`config.mk`:
```
export PLATFORM = sky130hd
export DESIGN_NAME = seq_job_ctrl
export DESIGN_NICKNAME = d
export VERILOG_FILES = /design/src/rtl/seq_job_ctrl.sv
export SDC_FILE = /design/constraint.sdc
export NUM_CORES = 1
export LEC_CHECK = 0
export ABC_CLOCK_PERIOD_IN_PS = 3740
export CAP_MARGIN = 20
export CORE_MARGIN = 1
export CORE_UTILIZATION = 35
export CTS_CLUSTER_DIAMETER = 50
export DETAILED_ROUTE_END_ITERATION = 10
export PLACE_DENSITY = 0.58
export RECOVER_POWER = 100
export SLEW_MARGIN = 10
export SYNTH_ARGS = -nofsm -noshare
export SYNTH_HDL_FRONTEND = slang
export SYNTH_SLANG_ARGS = --single-unit
```
`constraint.sdc`:
```
create_clock -name clk_i -period 3.74 [get_ports clk_i]
set_input_delay 0.748 -clock clk_i [delete_from_list [all_inputs] [get_ports clk_i]]
set_output_delay 0.748 -clock clk_i [all_outputs]
set_load 0.05 [all_outputs]
```
`src/rtl/seq_job_ctrl.sv`:
```
// seq_job_ctrl: queues {prescaler, passes} jobs and drives the one-hot GPIO sequencer
// start/stop around each job, counting completed passes from the sequencer done level.
module seq_job_ctrl #(
  parameter int DEPTH = 4,
  parameter int PW = 14
) (
  input  logic                   clk_i,
  input  logic                   rst_ni,
  input  logic                   en_i,
  input  logic                   cmd_valid_i,
  input  logic [PW-1:0]          cmd_prescaler_i,
  input  logic [3:0]             cmd_passes_i,
  output logic                   cmd_ready_o,
  input  logic                   abort_i,
  input  logic                   seq_done_i,
  output logic                   seq_start_o,
  output logic                   seq_stop_o,
  output logic [PW-1:0]          seq_prescaler_o,
  output logic                   busy_o,
  output logic                   job_done_o,
  output logic [$clog2(DEPTH):0] fifo_count_o,
  output logic                   overflow_o
);
  localparam int AW = $clog2(DEPTH);
  localparam logic [AW:0] FULL = (AW+1)'(DEPTH);

  typedef enum logic [2:0] {IDLE, LOAD, START, RUN, STOP} state_e;

  state_e          state_q, state_d;
  logic [PW+3:0]   mem_q [DEPTH];
  logic [AW-1:0]   wr_q, wr_d, rd_q, rd_d;
  logic [AW:0]     cnt_q, cnt_d;
  logic [PW-1:0]   presc_q, presc_d, head_presc;
  logic [3:0]      head_pass;
  logic [4:0]      rem_q, rem_d;
  logic            done_q, job_done_q, job_done_d, ovf_q, ovf_d;
  logic            push, pop, done_rise;

  assign {head_presc, head_pass} = mem_q[rd_q];
  assign cmd_ready_o     = cnt_q != FULL;
  // abort wins over a same-cycle push and never counts as an overflow
  assign push            = cmd_valid_i & cmd_ready_o & ~abort_i;
  assign pop             = (state_q == IDLE) & en_i & (cnt_q != '0) & ~abort_i;
  assign done_rise       = seq_done_i & ~done_q;
  assign seq_start_o     = state_q == START;
  assign seq_stop_o      = state_q == STOP;
  assign busy_o          = state_q != IDLE;
  assign job_done_o      = job_done_q;
  assign seq_prescaler_o = presc_q;
  assign fifo_count_o    = cnt_q;
  assign overflow_o      = ovf_q;

  always_comb begin
    state_d    = state_q;
    presc_d    = presc_q;
    rem_d      = rem_q;
    job_done_d = 1'b0;
    wr_d       = abort_i ? '0 : wr_q + AW'(push);
    rd_d       = abort_i ? '0 : rd_q + AW'(pop);
    cnt_d      = abort_i ? '0 : cnt_q + (AW+1)'(push) - (AW+1)'(pop);
    ovf_d      = ovf_q | (cmd_valid_i & ~cmd_ready_o & ~abort_i);
    case (state_q)
      IDLE: if (pop) begin
        state_d = LOAD;
        presc_d = head_presc;
        rem_d   = (head_pass == 4'd0) ? 5'd16 : {1'b0, head_pass};
      end
      LOAD:  state_d = abort_i ? STOP : START;
      START: state_d = abort_i ? STOP : RUN;
      RUN: if (abort_i) state_d = STOP;
        else if (done_rise) begin
          rem_d = rem_q - 5'd1;
          if (rem_q == 5'd1) begin
            state_d    = STOP;
            job_done_d = 1'b1;
          end
        end
      STOP:    state_d = IDLE;
      default: state_d = IDLE;
    endcase
  end

  always_ff @(posedge clk_i)
    if (push) mem_q[wr_q] <= {cmd_prescaler_i, cmd_passes_i};

  always_ff @(posedge clk_i or negedge rst_ni)
    if (!rst_ni) begin
      state_q    <= IDLE;
      wr_q       <= '0;
      rd_q       <= '0;
      cnt_q      <= '0;
      presc_q    <= '0;
      rem_q      <= '0;
      done_q     <= 1'b0;
      job_done_q <= 1'b0;
      ovf_q      <= 1'b0;
    end else begin
      state_q    <= state_d;
      wr_q       <= wr_d;
      rd_q       <= rd_d;
      cnt_q      <= cnt_d;
      presc_q    <= presc_d;
      rem_q      <= rem_d;
      done_q     <= seq_done_i;
      job_done_q <= job_done_d;
      ovf_q      <= ovf_d;
    end
endmodule

```
== Word-level counts from Yosys, hierarchy flattened ==
Memory sizes are Yosys's and may differ from the RTL's.
Index checks and enable logic that the tools add are counted.

* Flip-flop bits (word level): 32
* Memory bits (writable): 72
* Input bits: 24
* Output and inout port bits: 23
* Word-level logic and storage cells: 67
* Memories kept: 1

{| class="wikitable"
|+ Memory list
! memory !! words !! width !! read ports !! clocked after memory_dff !! wr ports !! RTL line !! RTL
|-
| mem_q || 4 || 18 || 1 || 0 || 1 || 30 || <nowiki>logic [PW+3:0] mem_q [DEPTH];</nowiki>
|}

* Add/sub/neg operators: 5
* Equal/unequal tests: 11
* Muxes and demuxes: 21
* Bitwise gates (word level): 12
* Reduce and logical (&&, ||, !) cells: 8

{| class="wikitable"
|+ Operators with widths
! operator !! number
|-
| 3-bit 2-to-1 mux || 7
|-
| 5-bit 2-to-1 mux || 4
|-
| 3-bit case mux with 4 select lines || 1
|-
| 5-bit case mux with 2 select lines || 1
|-
| 3-bit inequality test, second input constant || 3
|-
| 1-bit AND || 8
|-
| 3-bit by 2-bit equality test with 1-bit output, second input constant || 2
|-
| 1-bit 2-to-1 mux || 6
|-
| 2-bit inequality test, second input constant || 3
|-
| 3-bit nonzero test || 2
|-
| 5-bit by 1-bit equality test with 1-bit output, second input constant || 1
|-
| 5-bit by 1-bit subtractor with 5-bit output, second input constant || 1
|-
| 2-bit by 1-bit adder with 2-bit output || 2
|-
| 4-bit logical NOT || 1
|-
| 2-bit 2-to-1 mux || 2
|-
| 4-bit AND reduction || 1
|-
| 3-bit by 1-bit adder with 3-bit output || 1
|-
| 3-bit by 1-bit equality test with 1-bit output, second input constant || 1
|-
| 3-bit equality test, second input constant || 1
|-
| 3-bit logical NOT || 1
|-
| 1-bit inverter || 3
|-
| 3-bit AND reduction || 1
|-
| 3-bit by 1-bit subtractor with 3-bit output || 1
|-
| 2-bit AND reduction || 1
|-
| other kinds (2) || 2
|}

== Depth between registers and ports, before layout ==
* Depth after elaboration: 6
* Depth in mapped cells: 12
* Mapped depth without buffers: 11

== Least setup slack after synthesis ==
No wires, ideal clock.

* Path type: reg-to-reg
* From: register cnt_q[1] (netlist: fifo_count_o[1])
* To: memory mem_q[1][0] (netlist name), enable pin
* Setup time: 420 ps
* Data arrival time: 2898 ps
* Data required time: 3320 ps
* Slack: 422 ps
* Cell stages (with the launch flop): 6
* Buffers on the path: 0
* Period minus slack after synthesis: 3318 ps
* Path through: dfrtp_1 nor2_1 and2_1 inv_1 nand2_1 nor3b_1

* Word-level cells in the longest chain between the ends: 5

{| class="wikitable"
|+ RTL lines
! element !! RTL line !! RTL
|-
| start: declaration || 32 || <nowiki>logic [AW:0] cnt_q, cnt_d;</nowiki>
|-
| start signal: assignment || 101 || <nowiki>cnt_q <= cnt_d;</nowiki>
|-
| 3-bit inequality test || 40 || <nowiki>assign cmd_ready_o = cnt_q != FULL;</nowiki>
|-
| named net cmd_ready_o || 13 || <nowiki>output logic cmd_ready_o,</nowiki>
|-
| 1-bit AND (2 in series) || 42 || <nowiki>assign push = cmd_valid_i & cmd_ready_o & ~abort_i;</nowiki>
|-
| 1-bit 2-to-1 mux || 84 || <nowiki>if (push) mem_q[wr_q] <= {cmd_prescaler_i, cmd_passes_i};</nowiki>
|-
| 1-bit 2-to-1 mux (not written as such) || 84 ||
|-
| end: declaration || 30 ||
|}

The timed path passes the listed nets, and every way through them passes these cells.

== Worst setup path in the final report ==
* From: input port abort_i
* To: register cnt_q[2] (netlist: fifo_count_o[2])

* Word-level cells in the longest chain between the ends: 5
* Elaborated cells on any way between the ends: 6
* Those cells by class: 2 x add/sub; 1 x mux; 3 x bitwise

{| class="wikitable"
|+ RTL lines
! element !! RTL line !! RTL
|-
| start: declaration || 14 || <nowiki>input logic abort_i,</nowiki>
|-
| 1-bit inverter || 42, 43 ||
|-
| 1-bit AND || 42 ||
|-
| 3-bit by 1-bit adder with 3-bit output || 60 || <nowiki>cnt_d = abort_i ? '0 : cnt_q + (AW+1)'(push) - (AW+1)'(pop);</nowiki>
|-
| 3-bit by 1-bit subtractor with 3-bit output || 60 ||
|-
| 3-bit 2-to-1 mux (*) || 60 ||
|-
| named net cnt_d[2] || 32 ||
|}

The timed path passes the listed nets; every way through them passes the cells marked *.
A chain may end at the register's enable or synchronous reset.

==> flow_summary.json <==
{
  "outcome": "complete, but fails checks",
  "violated_checks": "design-rule violations, max-capacitance violations, max-slew violations",
  "maxSlewHeadroom_pct": -28.9,
  "power.internal_uw": 2290,
  "synth-seq-area-share_pct": 71.1,
  "finalSetupViolCount": 0,
  "setup_slack_ns": 0.708,
  "power_switching_share_pct": 35.0,
  "ys_ff_latch": 104,
  "final_hold_viol_count": 0,
  "dp_slack_ns": 0.615,
  "top_level_ports": 47,
  "nets": 316,
  "synth_edf_count": 72,
  "vdd_ir_drop_max_mv": 0.360,
  "detail_route.wl_per_cell_um": 16.9,
  "synth.top_cells.by_count": "edfxtp_1, dfrtp_1, mux4_2",
  "worst_pin_slew_ns": 1.93,
  "holdBufCountCts": 0,
  "clock.fmax_mhz": 330,
  "clk_latency_ns": 0.34,
  "grt_setup_unrepaired": "false",
  "synth_area_leaders": "edfxtp_1, dfrtp_1, mux4_2",
  "numCtsBuffers": 9,
  "setup-tns-final_ns": 0,
  "growth_of_design_area_from_synthesis_to_finish_pct": 21.5,
  "yosys.area.top_type_share_pct": 51.9,
  "grt_max_degree": 33,
  "synth_ff_type": "edfxtp_1",
  "initial_cell_density_of_the_core_pct": 36.2,
  "sequentialPowerShare_pct": 43.8,
  "cts_setup_buffers": 0,
  "cts_max_level": 3,
  "finClkSkew_ns": 0.00627,
  "initial_antenna_violation_count": 0,
  "avgViaCountPerCell": 4.93,
  "layout-drive-gt1-share_pct": 20.0,
  "synth.yosys.warnings": 0,
  "globalRouteMet3Util_pct": 3.77,
  "port-buffer-count": 46,
  "syn_area_mm2": 0.00417,
  "cp.arrival_ns": 3.24,
  "gr-max-usage-layer": "met2",
  "power.density_cell_area_mw_per_mm2": 695,
  "global_route.usage.met2_pct": 21.2,
  "synthMostInstantiatedCell": "edfxtp_1",
  "synthArstFlopShare_pct": 30.8,
  "combPwrFrac_pct": 30.7,
  "synth.net_count": 261,
  "first_pass_iters": 7,
  "tritoncts": "built",
  "leakage_uw": 0.00183,
  "synth_largest_area_cell": "edfxtp_1",
  "max_cap_viol_count": 1,
  "cts_sinks": 104,
  "floorplan.die_area_mm2": 0.0123,
  "place.detailed.hpwl_um": 4560,
  "iteration_0_drc_count_of_the_detailed_router": 101,
  "grt.total_usage_pct": 13.3,
  "floorplan.core_area_mm2": 0.0115,
  "clk_pin_slew_worst_paths_ns": 0.07,
  "route.final.wire_length_um": 7330,
  "worst-path-max-fanout": 16,
  "post-route-drc-count": 8,
  "antenna_cells": 0,
  "kind_of_capture_point_of_the_worst_setup_path": "flip-flop",
  "worst_ep_required_time_ns": 3.95,
  "synth_cells": 230,
  "place.gp.congestion": 0.764,
  "critical_path.startpoint_type": "input pin",
  "final_period_minus_worst_setup_slack_ns": 3.03,
  "maxSlewViolCount": 33,
  "std_cell_rows": 39,
  "postCtsResizedCells": 0,
  "timing.final.crit_share_pct": 81.1,
  "ctsLongestPathBuffers": 2,
  "path_class": "input pin to flip-flop",
  "chipWidth_um": 111,
  "clock_tree.root_cell": "clkbuf_16",
  "total_switching_power_uw": 1230,
  "first_global_vias": 2311,
  "global_route.overflow_total": 0,
  "clkPwrFrac_pct": 25.5,
  "via_count": 2135,
  "synth.distinct_cells": 43,
  "postSynthAreaPerCell_um2": 18.1,
  "drtAntennaViolNets": 0,
  "global_route_wire_length_before_repair_um": 12300,
  "min_path_type": "flip-flop to flip-flop",
  "die_h_um": 111,
  "grt_util_met1_pct": 17.5
}
==> through the flow <==
stage | cell area (um2) | instances | hold WS, ns | total power (uW) | utilization (%)
6_report | 5060 | 433 | 0.455 | 3520 | 43.9
5_1_grt | 5060 | 433 | 0.488 | 3680 | 43.9
4_1_cts | 5090 | 433 | 0.469 | 3620 | 44.2
3_5_place_dp | 4800 | 417 | 0.452 | 2720 | 41.7
3_3_place_gp | 4800 | 417 | 0.436 | 2710 | 41.7
2_1_floorplan | 4170 | 230 | 0.452 | 2360 | -
==> registers in the layout (all words and copies together), names as in the netlist <==
register,cells
wr_q,2
state_q,3
mem_q,72
seq_prescaler_o,14
rd_q,2
overflow_o,1
done_q,1
fifo_count_o,3
job_done_o,1
rem_q,5
==> cell families after synthesis <==
logic type,after synthesis,share of synthesized area [%]
compound gates,17,2.73
xor+xnor,4,0.841
fa+ha+maj,7,2.28
buf+inv,17,2.55
flops,104,71.1
mux,33,13.9
simple gates,48,6.58
==> final timing paths <==
kind                             from                   to  slack (ns)  depth (start not counted)
hold / removal             overflow_o           overflow_o        0.45                          1
setup / recovery              abort_i      fifo_count_o[2]        0.71                         11
hold reg to reg            overflow_o           overflow_o        0.45                          1
max in group asynchronous      rst_ni              wr_q[0]        1.70                          1
min in group asynchronous      rst_ni  seq_prescaler_o[12]        0.94                          1
setup reg to reg           state_q[0]      fifo_count_o[2]        0.85                         10
==> area by class of cell <==
cell class                      count  area [um2]
Fill cell                        1039        6450
Sequential cell                   104        2960
Multi-Input combinational cell    109        1090
Timing Repair Buffer               52         495
Clock buffer                        9         225
Tap cell                          143         179
Clock inverter                      7        66.3
Inverter                            9        46.3
==> worst max-delay path, cell delays in order <==
cell and delay (ns):
dlygate4sd3_1 0.54, clkbuf_1 0.53, nor2b_1 0.14, nand2_1 0.20
ha_1 0.26, inv_1 0.05, ha_1 0.13, inv_1 0.05
fa_1 0.37, xnor2_1 0.16, nor2_1 0.05
==> routing by layer <==
| metal | routed length [um] | vias to the layer above | share of wire (%) |
|---|---|---|---|
| li1 | - | 998 | - |
| met1 | 3390 | 1076 | 46 |
| met2 | 3540 | 53 | 48 |
| met3 | 300 | 8 | 4.1 |
| met4 | 93 | 0 | 1.3 |
| met5 | 0 | - | 0 |
==> layout by cell type (no fill, tap or decap), types with 4 or more instances in the layout <==
cell,instances
a21oi_1,4
buf_4,5
clkbuf_16,9
dfrtp_1,32
dlygate4sd3_1,43
edfxtp_1,72
ha_1,6
inv_1,8
mux2_2,15
mux4_2,18
nand2_1,8
nor2_1,10
nor2b_1,4
nor3_1,8
==> power groups by stage <==
| stage | Combinational [uW] | Sequential [uW] | Clock [uW] |
|---|---|---|---|
| after floorplan | 530 | 1830 | 0 |
| after global placement | 1140 | 1570 | 0 |
| after detailed placement | 1140 | 1570 | 0 |
| after CTS | 1150 | 1550 | 924 |
| after global routing | 1150 | 1570 | 961 |
| final | 1080 | 1540 | 898 |
(Power assumes the default switching activity.)
